**config.mk**
```make
export PLATFORM = sky130hd
export DESIGN_NAME = sysa_sequencer
export DESIGN_NICKNAME = d
export VERILOG_FILES = /design/src/rtl/sysa_pkg.sv /design/src/rtl/sysa_skew.sv /design/src/rtl/sysa_sequencer.sv
export SDC_FILE = /design/constraint.sdc
export NUM_CORES = 1
export LEC_CHECK = 0
export CAP_MARGIN = 20
export CORE_MARGIN = 2
export CORE_UTILIZATION = 52
export CTS_CLUSTER_SIZE = 10
export DETAILED_ROUTE_END_ITERATION = 12
export HOLD_SLACK_MARGIN = 0.12
export PLACE_DENSITY = 0.81
export REMOVE_ABC_BUFFERS = 1
export SYNTH_ARGS = -nofsm -noshare
export SYNTH_HDL_FRONTEND = slang
export SYNTH_SLANG_ARGS = --single-unit
```
**constraint.sdc**
```tcl
create_clock -name clk -period 3.95 [get_ports clk]
set_clock_uncertainty 0.05 [all_clocks]
set_input_delay 1.185 -clock clk [delete_from_list [all_inputs] [get_ports clk]]
set_output_delay 1.185 -clock clk [all_outputs]
set_load 0.01 [all_outputs]
```
**src/rtl/sysa_pkg.sv**
```systemverilog
// ============================================================================
// Module      : sysa_pkg
// Description : Shared defaults, state encoding and row-slice helpers for the
//               systolic-array job sequencer.
// Revision    : 1.0 - initial release
// ============================================================================
`default_nettype none

package sysa_pkg;

    localparam int c_N_DEF   = 3;
    localparam int c_DW_DEF  = 8;
    localparam int c_OW_DEF  = 16;
    localparam int c_LAT_DEF = 1;

    typedef enum logic [2:0] {
        ST_IDLE   = 3'd0,
        ST_LOAD_W = 3'd1,
        ST_LOAD_A = 3'd2,
        ST_STREAM = 3'd3,
        ST_UNLOAD = 3'd4
    } state_t;

    // LSB of row `row` in a flat buffer of rows that are `row_w` bits wide.
    function automatic int row_lsb(input int row, input int row_w);
        return row * row_w;
    endfunction

    // Index width that stays at least one bit for degenerate sizes.
    function automatic int idx_w(input int n);
        return (n > 1) ? $clog2(n) : 1;
    endfunction

endpackage

`default_nettype wire

```
**src/rtl/sysa_skew.sv**
```systemverilog
// ============================================================================
// Module      : sysa_skew
// Description : Combinational skew of the activation buffer onto the array
//               input lanes, and per-lane capture strobes for the de-skewed
//               output wavefront.
// Revision    : 1.0 - initial release
// ============================================================================
`default_nettype none

module sysa_skew
    import sysa_pkg::*;
#(
    parameter int N   = c_N_DEF,
    parameter int DW  = c_DW_DEF,
    parameter int LAT = c_LAT_DEF,
    parameter int TW  = 3,
    parameter int RW  = 2
) (
    input  logic [N*N*DW-1:0] i_abuf,
    input  logic [TW-1:0]     i_t,
    output logic [N*DW-1:0]   o_sa_in,
    output logic [N-1:0]      o_cap_en,
    output logic [N*RW-1:0]   o_cap_row
);

    // Lane k carries a[t-k][k]; zero outside the diagonal band.
    for (genvar k = 0; k < N; k++) begin : g_lane
        logic [DW-1:0] w_lane;
        always_comb begin
            w_lane = '0;
            for (int r = 0; r < N; r++) begin
                if (i_t == TW'(r + k)) begin
                    w_lane = i_abuf[(r*N + k)*DW +: DW];
                end
            end
        end
        assign o_sa_in[k*DW +: DW] = w_lane;
    end

    // Output lane j holds row r at t = r + j + LAT.
    for (genvar j = 0; j < N; j++) begin : g_cap
        logic          w_en;
        logic [RW-1:0] w_row;
        always_comb begin
            w_en  = 1'b0;
            w_row = '0;
            for (int r = 0; r < N; r++) begin
                if (i_t == TW'(r + j + LAT)) begin
                    w_en  = 1'b1;
                    w_row = RW'(r);
                end
            end
        end
        assign o_cap_en[j]             = w_en;
        assign o_cap_row[j*RW +: RW]   = w_row;
    end

endmodule

`default_nettype wire

```
**src/rtl/sysa_sequencer.sv**
```systemverilog
// ============================================================================
// Module      : sysa_sequencer
// Description : Job controller for the NxN weight-stationary systolic array:
//               weight load, activation load, skewed stream, result unload.
//               Optional macro SEQ_PERF_EN adds the perf_cycles counter port.
// Revision    : 1.0 - initial release
// ============================================================================
`default_nettype none

module sysa_sequencer
    import sysa_pkg::*;
#(
    parameter int N   = c_N_DEF,
    parameter int DW  = c_DW_DEF,
    parameter int OW  = c_OW_DEF,
    parameter int LAT = c_LAT_DEF
) (
    input  logic              clk,
    input  logic              rst,
    input  logic              start,
    input  logic              keep_w,
    input  logic              w_valid,
    output logic              w_ready,
    input  logic [N*DW-1:0]   w_data,
    input  logic              a_valid,
    output logic              a_ready,
    input  logic [N*DW-1:0]   a_data,
    output logic              sa_en,
    output logic [N*N*DW-1:0] sa_wgt,
    output logic [N*DW-1:0]   sa_in,
    input  logic [N*OW-1:0]   sa_out,
    output logic              res_valid,
    input  logic              res_ready,
    output logic [N*OW-1:0]   res_data,
    output logic              busy,
    output logic              done
`ifdef SEQ_PERF_EN
    ,
    output logic [31:0]       perf_cycles
`endif
);

    localparam int c_T_LAST = 2*N - 2 + LAT;
    localparam int c_TW     = idx_w(c_T_LAST + 1);
    localparam int c_RW     = idx_w(N);

    state_t              r_state;
    state_t              w_next;
    logic [N*N*DW-1:0]   r_wbuf;
    logic [N*N*DW-1:0]   r_abuf;
    logic [N*N*OW-1:0]   r_res;
    logic [c_RW-1:0]     r_k;
    logic [c_RW-1:0]     r_u;
    logic [c_TW-1:0]     r_t;
    logic                r_w_loaded;
    logic                r_done;

    logic [N*DW-1:0]     w_skew_in;
    logic [N-1:0]        w_cap_en;
    logic [N*c_RW-1:0]   w_cap_row;
    logic [N*OW-1:0]     w_res_row;
    logic                w_start_ok;
    logic                w_w_fire;
    logic                w_a_fire;
    logic                w_r_fire;
    logic                w_k_last;
    logic                w_u_last;
    logic                w_t_last;

    sysa_skew #(
        .N   (N),
        .DW  (DW),
        .LAT (LAT),
        .TW  (c_TW),
        .RW  (c_RW)
    ) u_skew (
        .i_abuf    (r_abuf),
        .i_t       (r_t),
        .o_sa_in   (w_skew_in),
        .o_cap_en  (w_cap_en),
        .o_cap_row (w_cap_row)
    );

    // A start coinciding with the done pulse is left for the following cycle.
    assign w_start_ok = (r_state == ST_IDLE) && start && !r_done;
    assign w_w_fire   = w_valid && w_ready;
    assign w_a_fire   = a_valid && a_ready;
    assign w_r_fire   = res_valid && res_ready;
    assign w_k_last   = (r_k == c_RW'(N - 1));
    assign w_u_last   = (r_u == c_RW'(N - 1));
    assign w_t_last   = (r_t == c_TW'(c_T_LAST));

    always_ff @(posedge clk) begin
        if (rst) begin
            r_state <= ST_IDLE;
        end else begin
            r_state <= w_next;
        end
    end

    always_comb begin
        w_next    = r_state;
        w_ready   = 1'b0;
        a_ready   = 1'b0;
        sa_en     = 1'b0;
        res_valid = 1'b0;
        busy      = 1'b1;
        case (r_state)
            ST_IDLE: begin
                busy = 1'b0;
                if (w_start_ok) begin
                    w_next = (keep_w && r_w_loaded) ? ST_LOAD_A : ST_LOAD_W;
                end
            end
            ST_LOAD_W: begin
                w_ready = 1'b1;
                if (w_valid && w_k_last) begin
                    w_next = ST_LOAD_A;
                end
            end
            ST_LOAD_A: begin
                a_ready = 1'b1;
                if (a_valid && w_k_last) begin
                    w_next = ST_STREAM;
                end
            end
            ST_STREAM: begin
                sa_en = 1'b1;
                if (w_t_last) begin
                    w_next = ST_UNLOAD;
                end
            end
            ST_UNLOAD: begin
                res_valid = 1'b1;
                if (res_ready && w_u_last) begin
                    w_next = ST_IDLE;
                end
            end
            default: begin
                w_next = ST_IDLE;
            end
        endcase
    end

    always_ff @(posedge clk) begin
        if (rst) begin
            r_wbuf     <= '0;
            r_abuf     <= '0;
            r_res      <= '0;
            r_k        <= '0;
            r_u        <= '0;
            r_t        <= '0;
            r_w_loaded <= 1'b0;
            r_done     <= 1'b0;
        end else begin
            r_done <= 1'b0;
            if (w_start_ok) begin
                r_k <= '0;
            end
            if (w_w_fire) begin
                for (int i = 0; i < N; i++) begin
                    if (r_k == c_RW'(i)) begin
                        r_wbuf[row_lsb(i, N*DW) +: N*DW] <= w_data;
                    end
                end
                if (w_k_last) begin
                    r_k        <= '0;
                    r_w_loaded <= 1'b1;
                end else begin
                    r_k <= r_k + 1'b1;
                end
            end
            if (w_a_fire) begin
                for (int i = 0; i < N; i++) begin
                    if (r_k == c_RW'(i)) begin
                        r_abuf[row_lsb(i, N*DW) +: N*DW] <= a_data;
                    end
                end
                if (w_k_last) begin
                    r_k <= '0;
                    r_t <= '0;
                end else begin
                    r_k <= r_k + 1'b1;
                end
            end
            if (r_state == ST_STREAM) begin
                r_t <= w_t_last ? '0 : r_t + 1'b1;
                for (int j = 0; j < N; j++) begin
                    for (int r = 0; r < N; r++) begin
                        if (w_cap_en[j] && (w_cap_row[j*c_RW +: c_RW] == c_RW'(r))) begin
                            r_res[(r*N + j)*OW +: OW] <= sa_out[j*OW +: OW];
                        end
                    end
                end
                if (w_t_last) begin
                    r_u <= '0;
                end
            end
            if (w_r_fire) begin
                if (w_u_last) begin
                    r_u    <= '0;
                    r_done <= 1'b1;
                end else begin
                    r_u <= r_u + 1'b1;
                end
            end
        end
    end

    always_comb begin
        w_res_row = '0;
        for (int r = 0; r < N; r++) begin
            if (r_u == c_RW'(r)) begin
                w_res_row = r_res[row_lsb(r, N*OW) +: N*OW];
            end
        end
    end

    assign sa_wgt   = r_wbuf;
    assign sa_in    = sa_en ? w_skew_in : '0;
    assign res_data = res_valid ? w_res_row : '0;
    assign done     = r_done;

`ifdef SEQ_PERF_EN
    logic [31:0] r_perf;

    // Counts busy cycles of the current job; stops once back in IDLE.
    always_ff @(posedge clk) begin
        if (rst) begin
            r_perf <= '0;
        end else if (w_start_ok) begin
            r_perf <= '0;
        end else if (busy && (r_perf != '1)) begin
            r_perf <= r_perf + 32'd1;
        end
    end

    assign perf_cycles = r_perf;
`endif

endmodule

`default_nettype wire

```
==> reports/qor.csv <==
stage;metric;value;unit
timing;min Tclk post-route;3.840;ns
place;Port Buf Inserts;252;
drt;1st-pass router iterations;7;
worst_setup_path;Critical Path Slowest Stage Cell;clkdlybuf4s50_1;
synth;Synth Flop Type;dfxtp_1;
power;Pleak;5.264;nW
worst_setup_path;CP startpoint kind;flip-flop;
final_layout;Final nets;1971;
grt;initial antenna violation count;2;
worst_setup_path;slowest stage delay, CP;0.58;ns
worst_setup_path;Critical Path RT;2.71;ns
final_layout;multi-input logic area;5889;um^2
worst_setup_path;CP Class;reg -> out;
drt;vias per cell;5.539;
final_layout;Sequential Area;6011;um^2
place;Placed Area;15150;um^2
clock_tree;H-tree depth;2;
clock_tree;CTS max path bufs;3;
final_layout;antenna cell count;0;
drt;top sig layer;met5;
synth;Area contributors post-synth;dfxtp_1 48%, nand2_1 17%, a21oi_1 14%, nor2_1 4.2%, mux2i_1 3.8%;
hold_path;Worst Hold Class;reg -> reg;
clock_tree;clock transition at the registers of the reported paths;0.05;ns
clock_tree;CTS tree;built;
drt;Avg WL per Cell;16.68;um
worst_setup_path;CP Cell Sequence;and2_1, ha_1, nor4b_4, buf_4, a22oi_1, a211oi_2, clkdlybuf4s50_1;
floorplanning;Initial Utilization;53.11;%
floorplanning;DIE HEIGHT;159.1;um
grt;GRT Residual Overflow;0;
synth;share of the synthesized area in the top cell type;48.03;%
synth;synth warn;0;
drt;Final ANT Viol Nets;0;
synth;Commonest cells post-synth;555 x nand2_1, 354 x a21oi_1, 300 x dfxtp_1;
power;Pwr Total;6.759;mW
outcome;outcome;completed;
drt;met2 WL;17.18;mm
timing;Hold Slack;0.4008;ns
worst_setup_path;reg-to-reg slack, setup;1.30;ns
clock_tree;Num CTS Buffers;36;
floorplanning;die area;25300;um^2
floorplanning;I/O pin count;253;
timing;Worst Tran Pin Value;0.9321;ns
grt;number of global-route vias before repair;11800;
power;Peak VDD IR;0.3441;mV
synth;asr flop ratio synth;0;%
timing;Max Freq;0.2604;GHz
final_layout;Area Overhead vs Synth;29.52;%
clock_tree;root buffer cell;clkbuf_16;
grt;all-layer global routing usage;27.84;%
drt;WL met3;3.382;mm
drt;DRC errors left;0;
drt;M1 WL;14.88;mm
place;DPL Wire Length;23.16;mm
grt;pin count of the biggest net entering global routing;87;
synth;EDFF count, synth;0;
power;Power Dens Cells;417.3;nW/um^2
clock_tree;worst-skew pair later-pin latency;0.51;ns
synth;Avg Cell Area, Syn;7.478;um^2
synth;synth unique cells;48;
timing;setup violators final;0;
final_layout;fillcell total;1972;
final_layout;layout cells sized above 1;5.283;%
synth;Syn Inst Count;1672;
synth;Synth area leader;dfxtp_1;
timing;RSZ-0062 raised after global routing;no;
grt;first-pass GRT wire length;58.82;mm
worst_setup_path;critical path endpoint category;primary output;
drt;starting DRC count in detailed routing;887;
synth;most common cell in the synthesized netlist;nand2_1;
synth;register area share after synthesis;48.03;%
clock_tree;clock sinks;300;
job;max-cap violation count;0;
timing;final hold vios;0;
timing;Final period util;97.20;%
place;GP Congestion;0.8203;
final_layout;cell area after layout;16190;um^2
timing;Slew Limit Headroom;37.71;%
drt;routed vias;12150;
synth;post-synthesis cell area;12500;um^2
worst_setup_path;Max FO, Critical Path;10;
worst_setup_path;Critical Path AT;2.60;ns
floorplanning;Core Area;23540;um^2
synth;FF+latch count, synth;300;
floorplanning;Die X;159.1;um
floorplanning;FP Rows;56;
drt;WL final;36.57;mm
timing;Max Slew Vio Count;0;
## power breakdown
part / leakage (nW) / total, mW / internal, mW / switching, mW
Sequential: 2.42 / 3.16 / 3.10 / 0.0602
Clock: 0.491 / 2.90 / 1.73 / 1.17
Combinational: 2.35 / 0.699 / 0.302 / 0.397
## repair_timing
| item | 4_1_cts | 5_1_grt |
|---|---|---|
| endpoints found under the setup margin | 16 | 15 |
| cloned | 0 | 0 |
| setup buffers | 0 | 1 |
| hold buffers | 0 | 0 |
| gates resized for setup | 4 | 9 |
## sequential cells by signal, indices dropped and copies added (netlist names)
| register | count |
|---|---|
| r_res | 144 |
| r_abuf | 72 |
| sa_wgt | 72 |
| r_state | 3 |
| r_t | 3 |
| r_k | 2 |
| r_u | 2 |
| done | 1 |
| r_w_loaded | 1 |
## cell families after synthesis
kind of cell,after synthesis,synth area share [%]
compound gates,414,17.66
fa+ha+maj,2,0.2001
buf+inv,136,5.193
flops,300,48.03
mux,48,3.843
simple gates,772,25.07
## final timing paths
path	startpoint	to	depth (start not counted)
min	r_abuf[62]	r_abuf[62]	2
min reg2reg	r_abuf[62]	r_abuf[62]	2
max	r_t[1]	sa_in[21]	7
max reg2reg	r_t[0]	r_res[69]	6
## metrics by stage
step	TNS, ns	std cells	worst slack [ns]	utilization [%]
final	0	2193	0.1104	68.79
after global routing	0	2193	0.01358	68.79
after CTS	0	2192	0.004066	68.62
after detailed placement	0	2146	0.4729	64.33
after global placement	0	2146	0.5372	64.33
after floorplan	-33.87	1540	-0.7479	-
## routing by layer
layer / vias to the layer above / global-route usage (%)
li1: 5898 / -
met1: 5680 / 34.36
met2: 488 / 46.70
met3: 77 / 7.710
met4: 4 / 10.08
met5: - / 0
## area by class of cell
cell class	count	share of cell area (%)
clock inverters	2	0.1082
clock buffers	44	6.065
repair buffers	288	17.78
inverters	4	0.1004
flip-flops and latches	300	37.12
well taps	319	2.465
multi-input cells	1236	36.37
## placed cells by master (no fill, tap or decap), drive strengths merged, types with 4 or more instances in the layout
| cell | netlist | routed |
|---|---|---|
| and2 | 6 | 6 |
| dfxtp | 300 | 300 |
| and3 | 12 | 12 |
| a21oi | 354 | 354 |
| buf | 53 | 36 |
| a211oi | 17 | 17 |
| clkbuf | 79 | 45 |
| clkdlybuf4s50 | 0 | 248 |
| inv | 3 | 5 |
| nand3 | 27 | 27 |
| nor2b | 5 | 5 |
| nand2b | 4 | 4 |
| nor3b | 4 | 4 |
| nand2 | 556 | 556 |
| nor2 | 140 | 140 |
| mux2i | 48 | 48 |
| a221o | 8 | 8 |
| o21ai | 18 | 18 |
| nand3b | 5 | 5 |
| a22oi | 10 | 10 |
## worst max-delay path: cells and delay by family, from the launching register on
family	cells	cell delay, ns
flip-flops	1	0.30
buffers and inverters	2	0.79
AO/OA/AOI/OAI	2	0.39
AND/OR/NAND/NOR	2	0.38
adder cells (fa/ha/maj)	1	0.23
Note: power is estimated with default switching activity, not from simulation.
